==> src/rtl/pps_qualifier.sv <==
// GPS 1PPS conditioner: synchronizes and glitch-filters PPS_IN, checks each interval
// against NOMINAL_PERIOD +/- TOLERANCE, and emits a fixed-width PPS_OUT only while locked.
module pps_qualifier #(
  parameter int NOMINAL_PERIOD = 10000000,
  parameter int TOLERANCE      = 1000,
  parameter int MIN_HIGH       = 4,
  parameter int LOCK_COUNT     = 3,
  parameter int OUT_WIDTH      = 8,
  parameter int COUNT_WIDTH    = 26
) (
  input  logic                   MAJOR_CLOCK,
  input  logic                   RESET_N,
  input  logic                   PPS_IN,
  output logic                   PPS_OUT,
  output logic                   LOCKED,
  output logic                   MISSED,
  output logic [COUNT_WIDTH-1:0] LAST_INTERVAL
);
  localparam int RW = $clog2(MIN_HIGH + 1);
  localparam int GW = $clog2(LOCK_COUNT + 1);
  localparam int PW = $clog2(OUT_WIDTH + 1);
  localparam logic [COUNT_WIDTH-1:0] LATE_E  = COUNT_WIDTH'(NOMINAL_PERIOD + TOLERANCE);
  localparam logic [COUNT_WIDTH-1:0] EARLY_E = COUNT_WIDTH'(NOMINAL_PERIOD - TOLERANCE - 1);
  localparam logic [RW-1:0] RUN_Q   = RW'(MIN_HIGH - 1);
  localparam logic [RW-1:0] RUN_MAX = RW'(MIN_HIGH);
  localparam logic [GW-1:0] G_MAX   = GW'(LOCK_COUNT);
  localparam logic [PW-1:0] P_LOAD  = PW'(OUT_WIDTH);
  localparam logic [PW-1:0] P_ONE   = PW'(1);

  typedef enum logic [1:0] {S_HUNT, S_ARMED, S_LOCKED} state_t;

  state_t                 r_state, w_state_n;
  logic [1:0]             r_sync;
  logic [RW-1:0]          r_run;
  logic                   r_armed;
  logic                   r_q;
  logic [COUNT_WIDTH-1:0] r_e;
  logic [GW-1:0]          r_g, w_g_n;
  logic [PW-1:0]          r_pcnt;
  logic                   r_pps, r_locked, r_missed;
  logic [COUNT_WIDTH-1:0] r_last;

  logic                   w_s, w_q_set, w_late, w_early, w_tmo;
  logic                   w_miss, w_fire, w_upd;
  logic [COUNT_WIDTH-1:0] w_interval;

  assign w_s        = r_sync[1];
  assign w_q_set    = w_s && r_armed && (r_run == RUN_Q);
  assign w_late     = (r_e >= LATE_E);
  assign w_early    = (r_e < EARLY_E);
  assign w_tmo      = !r_q && w_late;
  assign w_interval = (&r_e) ? r_e : r_e + 1'b1;

  // Synchronizer resets high so a pulse already in progress at reset release
  // must be seen low before the filter arms.
  always_ff @(posedge MAJOR_CLOCK or negedge RESET_N) begin
    if (!RESET_N) begin
      r_sync  <= 2'b11;
      r_run   <= '0;
      r_armed <= 1'b0;
      r_q     <= 1'b0;
      r_e     <= '0;
    end else begin
      r_sync <= {r_sync[0], PPS_IN};
      r_q    <= w_q_set;
      if (!w_s) begin
        r_run   <= '0;
        r_armed <= 1'b1;
      end else begin
        if (r_run != RUN_MAX) r_run <= r_run + 1'b1;
        if (w_q_set) r_armed <= 1'b0;
      end
      if (r_q)       r_e <= '0;
      else if (!(&r_e)) r_e <= r_e + 1'b1;
    end
  end

  always_ff @(posedge MAJOR_CLOCK or negedge RESET_N) begin
    if (!RESET_N) r_state <= S_HUNT;
    else          r_state <= w_state_n;
  end

  // A late Q (E+1 beyond the window) is a timeout plus a fresh reference edge.
  always_comb begin
    w_state_n = r_state;
    w_g_n     = r_g;
    w_miss    = 1'b0;
    w_fire    = 1'b0;
    w_upd     = 1'b0;
    case (r_state)
      S_HUNT: begin
        if (r_q) begin
          w_state_n = S_ARMED;
          w_g_n     = '0;
        end
      end
      S_ARMED, S_LOCKED: begin
        if (r_q) begin
          w_upd = 1'b1;
          if (w_late) begin
            w_miss    = 1'b1;
            w_state_n = S_ARMED;
            w_g_n     = '0;
          end else if (w_early) begin
            w_state_n = S_ARMED;
            w_g_n     = '0;
          end else if (r_state == S_LOCKED || (int'(r_g) + 1 >= LOCK_COUNT - 1)) begin
            w_state_n = S_LOCKED;
            w_fire    = 1'b1;
            if (r_g != G_MAX) w_g_n = r_g + 1'b1;
          end else begin
            w_g_n = r_g + 1'b1;
          end
        end else if (w_tmo) begin
          w_miss    = 1'b1;
          w_state_n = S_HUNT;
          w_g_n     = '0;
        end
      end
      default: w_state_n = S_HUNT;
    endcase
  end

  always_ff @(posedge MAJOR_CLOCK or negedge RESET_N) begin
    if (!RESET_N) begin
      r_g      <= '0;
      r_locked <= 1'b0;
      r_missed <= 1'b0;
      r_last   <= '0;
      r_pcnt   <= '0;
      r_pps    <= 1'b0;
    end else begin
      r_g      <= w_g_n;
      r_locked <= (w_state_n == S_LOCKED);
      r_missed <= w_miss;
      if (w_upd) r_last <= w_interval;
      if (w_fire) begin
        r_pcnt <= P_LOAD;
        r_pps  <= 1'b1;
      end else if (w_state_n != S_LOCKED || r_pcnt <= P_ONE) begin
        r_pcnt <= '0;
        r_pps  <= 1'b0;
      end else begin
        r_pcnt <= r_pcnt - 1'b1;
      end
    end
  end

  assign PPS_OUT       = r_pps;
  assign LOCKED        = r_locked;
  assign MISSED        = r_missed;
  assign LAST_INTERVAL = r_last;
endmodule

==> config.mk <==
export PLATFORM = sky130hd
export DESIGN_NAME = pps_qualifier
export DESIGN_NICKNAME = d
export VERILOG_FILES = /design/src/rtl/pps_qualifier.sv
export SDC_FILE = /design/constraint.sdc
export NUM_CORES = 1
export LEC_CHECK = 0
export BUFFER_PORTS_ARGS = -buffer_cell sky130_fd_sc_hd__buf_2
export CELL_PAD_IN_SITES_DETAIL_PLACEMENT = 1
export CELL_PAD_IN_SITES_GLOBAL_PLACEMENT = 2
export CORE_AREA = 2 2 134 84
export DETAILED_ROUTE_END_ITERATION = 6
export DIE_AREA = 0 0 136 86
export GPL_TIMING_DRIVEN = 0
export PLACE_DENSITY_LB_ADDON = 0.1
export SLEW_MARGIN = 0
export SYNTH_ARGS = -nofsm -noshare
export SYNTH_HDL_FRONTEND = slang
export SYNTH_SLANG_ARGS = --single-unit
==> constraint.sdc <==
create_clock -name MAJOR_CLOCK -period 2 [get_ports MAJOR_CLOCK]
set_input_delay 0.4 -clock MAJOR_CLOCK [delete_from_list [all_inputs] [get_ports MAJOR_CLOCK]]
set_output_delay 0.4 -clock MAJOR_CLOCK [all_outputs]
set_load 0.05 [all_outputs]
**Word level (Yosys, flattened, before mapping)**

Index checks and enable logic that the tools add are counted.

- Eq/ne operators: 12
- $add $sub $neg: 5
- Magnitude comparators: 4
- Muxes and demuxes: 36
- Reductions and logical operators: 12

Operators with widths:

| kind | number |
|---|---|
| $mux 26 | 2 |
| $add 26x1->26 const B | 1 |
| $ge 26x24->1 const B | 1 |
| $lt 26x24->1 const B | 1 |
| $mux 2 | 13 |
| $reduce_and 26->1 | 1 |
| $mux 1 | 15 |
| $mux 4 | 2 |
| $pmux 2 s2 | 2 |
| $mux 3 | 2 |
| $ne 2x2->1 const B | 3 |
| $ne 3x3->1 const B | 2 |
| $ne 6x6->1 const B | 1 |
| $eq 2x2->1 const B | 2 |
| $le 4x1->1 const B | 1 |
| $ne 2x1->1 const B | 2 |
| $reduce_and 4->1 | 1 |
| $reduce_bool 2->1 | 2 |
| $sub 4x1->4 const B | 1 |
| $add 2x1->3 const B | 1 |
| $add 3x1->3 const B | 1 |
| $eq 3x2->1 const B | 1 |
| $ge 3x2->1 const B | 1 |
| $logic_and 1x1->1 | 3 |
| 6 further kinds | 7 |

- Word-level logic and storage cells: 81
- Output and inout bits: 29
- Input port bits: 3
- Register bits after elaboration: 70

**Depth between registers and ports, before layout**

- Word-level depth: 12
- Depth in mapped cells: 8
- Mapped depth without buffers: 8

**Least setup slack after synthesis**

No wires, ideal clock.

- Path type: register -> register
- Start point: reg r_e[14]
- End point: reg r_g[0]
- Library setup time: 0.065 ns
- Period minus slack after synthesis: 2.152 ns
- Data required time: 1.935 ns
- Setup slack: -0.152 ns
- Cell stages (with the launch flop): 8
- Path buffers: 1
- Arrival time: 2.086 ns
- Cells stage by stage: dfrtp_1 > buf_6 > nor4b_2 > nand4_1 > o311a_1 > or4b_4 > o221ai_2 > a22o_1

- Word-level cells in the longest chain between the ends: 5
- Elaborated cells between the ends (all ways): 10
- Classes of those cells: order compare (2); eq/ne (2); mux (4); reduce/logical (2)

Ends and longest elaborated chain:

| element | line | RTL |
|---|---|---|
| start, declared | 37 | `logic [COUNT_WIDTH-1:0] r_e;` |
| start signal, assigned | 74 | `else if (!(&r_e)) r_e <= r_e + 1'b1;` |
| $lt 26x24->1 | 50 | `assign w_early = (r_e < EARLY_E);` |
| $mux 2 | 104 | `end else if (w_early) begin` |
| $mux 2 | 100 | `if (w_late) begin` |
| $mux 2 | 98 | `if (r_q) begin` |
| $pmux 2 s2 | 90 | `case (r_state)` |
| end signal, assigned | 133 | `r_g <= w_g_n;` |
| end, declared | 38 | `logic [GW-1:0] r_g, w_g_n;` |

Parallel ways exist; a longest one is shown, timed or not.
A chain may end at the register's enable or synchronous reset.

**Final worst setup path**

- Start point: reg r_e[18]
- End point: reg r_g[0]

The elaborated chain is that of the path after synthesis.

==> impl_metrics.toml <==
[status]
status = "finished, violations left"
violations = "setup timing"

[yosys]
synth_area_leader_cell = "dfrtp_1"
synth_flop_cell = "dfrtp_1"
netlist_area_um2 = 3450
synth_cell_type_count = 57
synth_cells = 354
syn_nets = 369
avgSynthCellArea_um2 = 9.74
ys_seq_area_frac = 0.509
synth_edf_count = 0
yosysWarnings = 0
post-synth-top-count-cell = "dfrtp_1"
yosys.area.top_type_share = 0.493
async_flop_share = 1.00
yosys-top-cells-area = "dfrtp_1, nor2_1, ha_1"
synth-seq-cells = 70
yosys-top-cells-count = "dfrtp_1, nor2_1, nand2_1, o21ai_1, inv_1"

[finish]
fin_area_um2 = 4850
antenna_cells = 0
fillers = 1161
multiInputGateArea_um2 = 1980
final_util = 0.468
regArea_um2 = 1770
fin_nets = 448
syn_to_final_growth_pct = 40.7
layout-drive-gt1-share = 0.404

[detailed_routing]
antenna_left = 0
wl_met2_mm = 4.14
drt_wl_total_mm = 9.97
wl_met1_mm = 5.42
avgViaCountPerCell = 5.04
route.met3.wl_um = 331
vias = 2910
drt_first_pass_iters = 4
drcViolationCount = 0
drt_iter0_markers = 141
top_layer_used = "met4"
wl_per_cell_um = 17.3

[die]
die_h_um = 86
start_util = 0.332
rows = 29
die-area_um2 = 11700
core_area_um2 = 10400
ios = 32
die-width_um = 136

[sta]
timing_hold_violations_final = 0
slew_violations = 0
rsz0062_at_grt = "yes"
skew_ns = 0.00322
fin_setup_tns_ns = -4.22
fmax_ghz = 0.437
fin_crit_ns = 2.29
max_slew_margin = 0.616
setup_slack_ns = -0.290
tightestPinTransition_ns = 0.576
setup_viol = 40
period_share = 1.14
holdWs_ns = 0.161

[worst_setup_path]
crit_family = "compound AO/OA/AOI/OAI gates"
path_cells = "a311o_1, a211oi_2, o31ai_4, or4b_4, o221ai_4, a22o_1"
cp_data_arrival_time_ns = 2.57
crit_type = "flip-flop to flip-flop"
critPathCaptureType = "flip-flop"
crit_buf_inv = 0
crit_fanout = 6
cpPeakStageDelay_ns = 0.60
crit_required_ns = 2.28
critPathSlowestCell = "or4b_4"
startpoint_type = "flip-flop"

[global_route]
grt-ovfl-total = 0
grtUsageTotal = 0.174
grt_max_degree = 49
grt_pass1_wl_mm = 15.5
grt_pass1_vias = 2878
antenna_found_initial = 0

[clock_tree]
cts_tree = "yes"
cts_root_buffer = "clkbuf_16"
htree_levels = 3
clk_latency_ns = 0.34
clock_sinks = 70
clkTransAtPathRegs_ns = 0.06
cts.path.max_buffers = 2
cts_made_buffers = 9

[power_and_ir_drop]
p_int_mw = 2.94
netSwitchingPower_mw = 1.42
combPwrFrac = 0.222
irDropWorstVdd_mv = 0.560
pwr-share-clk = 0.373
powerDensity_nw_per_um2 = 899
swShare = 0.326
p_leak_nw = 2.15
p_seq_frac = 0.405

[place]
gp_congestion = 0.772
portBuffers = 31
place_ws_ns = -0.522
hpwl_mm = 6.57
placed_cell_area_um2 = 3810

[worst_hold_path]
worstHoldPathType = "input pin to flip-flop"

[job]
cap_viol_max_count = 0
-- timing repair --
action,4_1_cts,5_1_grt
cloned,0,1
pin swaps,16,32
hold buffers,1,0
buffers inserted,15,25
gates resized for setup,27,78
setup endpoints to repair,62,61
endpoints found under the hold margin,20,0
-- state kept, by name, summed over array words and instances, names as in the netlist --
register and flops:
MISSED 1, r_pcnt 4, r_g 2, LAST_INTERVAL 26
r_state 2, r_sync 2, LOCKED 1, r_armed 1
r_e 26, r_q 1, PPS_OUT 1, r_run 3
-- routing by layer --
| metal | vias to the layer above | GRT usage |
|---|---|---|
| li1 | 1380 | - |
| met1 | 1473 | 0.264 |
| met2 | 49 | 0.247 |
| met3 | 8 | 0.0390 |
| met4 | 0 | 0.0483 |
| met5 | - | 0 |
-- placed cells by master, fill, tap and decap left out, drive strengths merged, types with 3 or more instances in the layout --
master	Yosys	layout
inv	18	19
and2	3	3
buf	2	73
nand2	40	40
clkinv	0	4
nand4	8	8
a31oi	3	3
and4	4	4
and3	5	6
o21a	4	4
nor2	44	44
xnor2	12	12
a21o	3	3
o21ai	31	31
o31ai	4	4
dfrtp	68	68
ha	12	12
xor2	12	12
nand2b	3	3
a21oi	3	3
clkbuf	14	18
nand3	12	12
nor3	10	10
o32ai	3	3
nor2b	4	4
-- metrics by stage --
stage | power, mW | instances
floorplan | 2.30 | 354
global placement | 2.52 | 524
detailed placement | 2.56 | 525
CTS | 4.22 | 552
global route | 4.59 | 577
finish | 4.36 | 577
-- power groups by stage --
stage	Sequential (mW)	Clock, mW	Combinational [mW]
floorplan	1.82	0	0.476
global placement	1.74	0	0.780
detailed placement	1.74	0	0.815
CTS	1.74	1.66	0.816
global route	1.79	1.72	1.08
finish	1.77	1.63	0.969
-- worst reg2reg max path, stage by stage (launching register included) --
cell and delay [ns]:
dfrtp_2 0.45, a311o_1 0.34, a211oi_2 0.34, o31ai_4 0.17, or4b_4 0.60, o221ai_4 0.17, a22o_1 0.16
-- layout make-up --
type / count / area share
multi-input combinational: 251 / 0.408
sequential: 70 / 0.365
timing repair buffer: 73 / 0.107
clock buffer: 9 / 0.0464
tap: 139 / 0.0358
clock inverter: 7 / 0.0152
inverter: 18 / 0.0139
buffer: 10 / 0.00877
-- worst paths after layout --
check,start,to,slack (ns),cells after the start
max in group asynchronous,RESET_N,r_e[16],0.91,3
setup reg to reg,r_e[18],r_g[0],-0.29,6
setup / recovery,r_e[18],r_g[0],-0.29,6
hold reg to reg,r_sync[0],r_sync[1],0.36,0
min in group asynchronous,RESET_N,LAST_INTERVAL[1],0.51,2
hold / removal,PPS_IN,r_sync[0],0.16,1
-- logic make-up after synthesis --
| kind of cell | after synthesis | synth area share |
|---|---|---|
| adder cells (fa/ha/maj) | 12 | 0.0435 |
| buffers and inverters | 34 | 0.0395 |
| AND/OR/NAND/NOR | 142 | 0.202 |
| XOR/XNOR | 24 | 0.0609 |
| flip-flops | 70 | 0.509 |
| AO/OA/AOI/OAI | 69 | 0.137 |
| multiplexers | 3 | 0.00907 |
No activity file was read; power rests on OpenSTA's default activity.
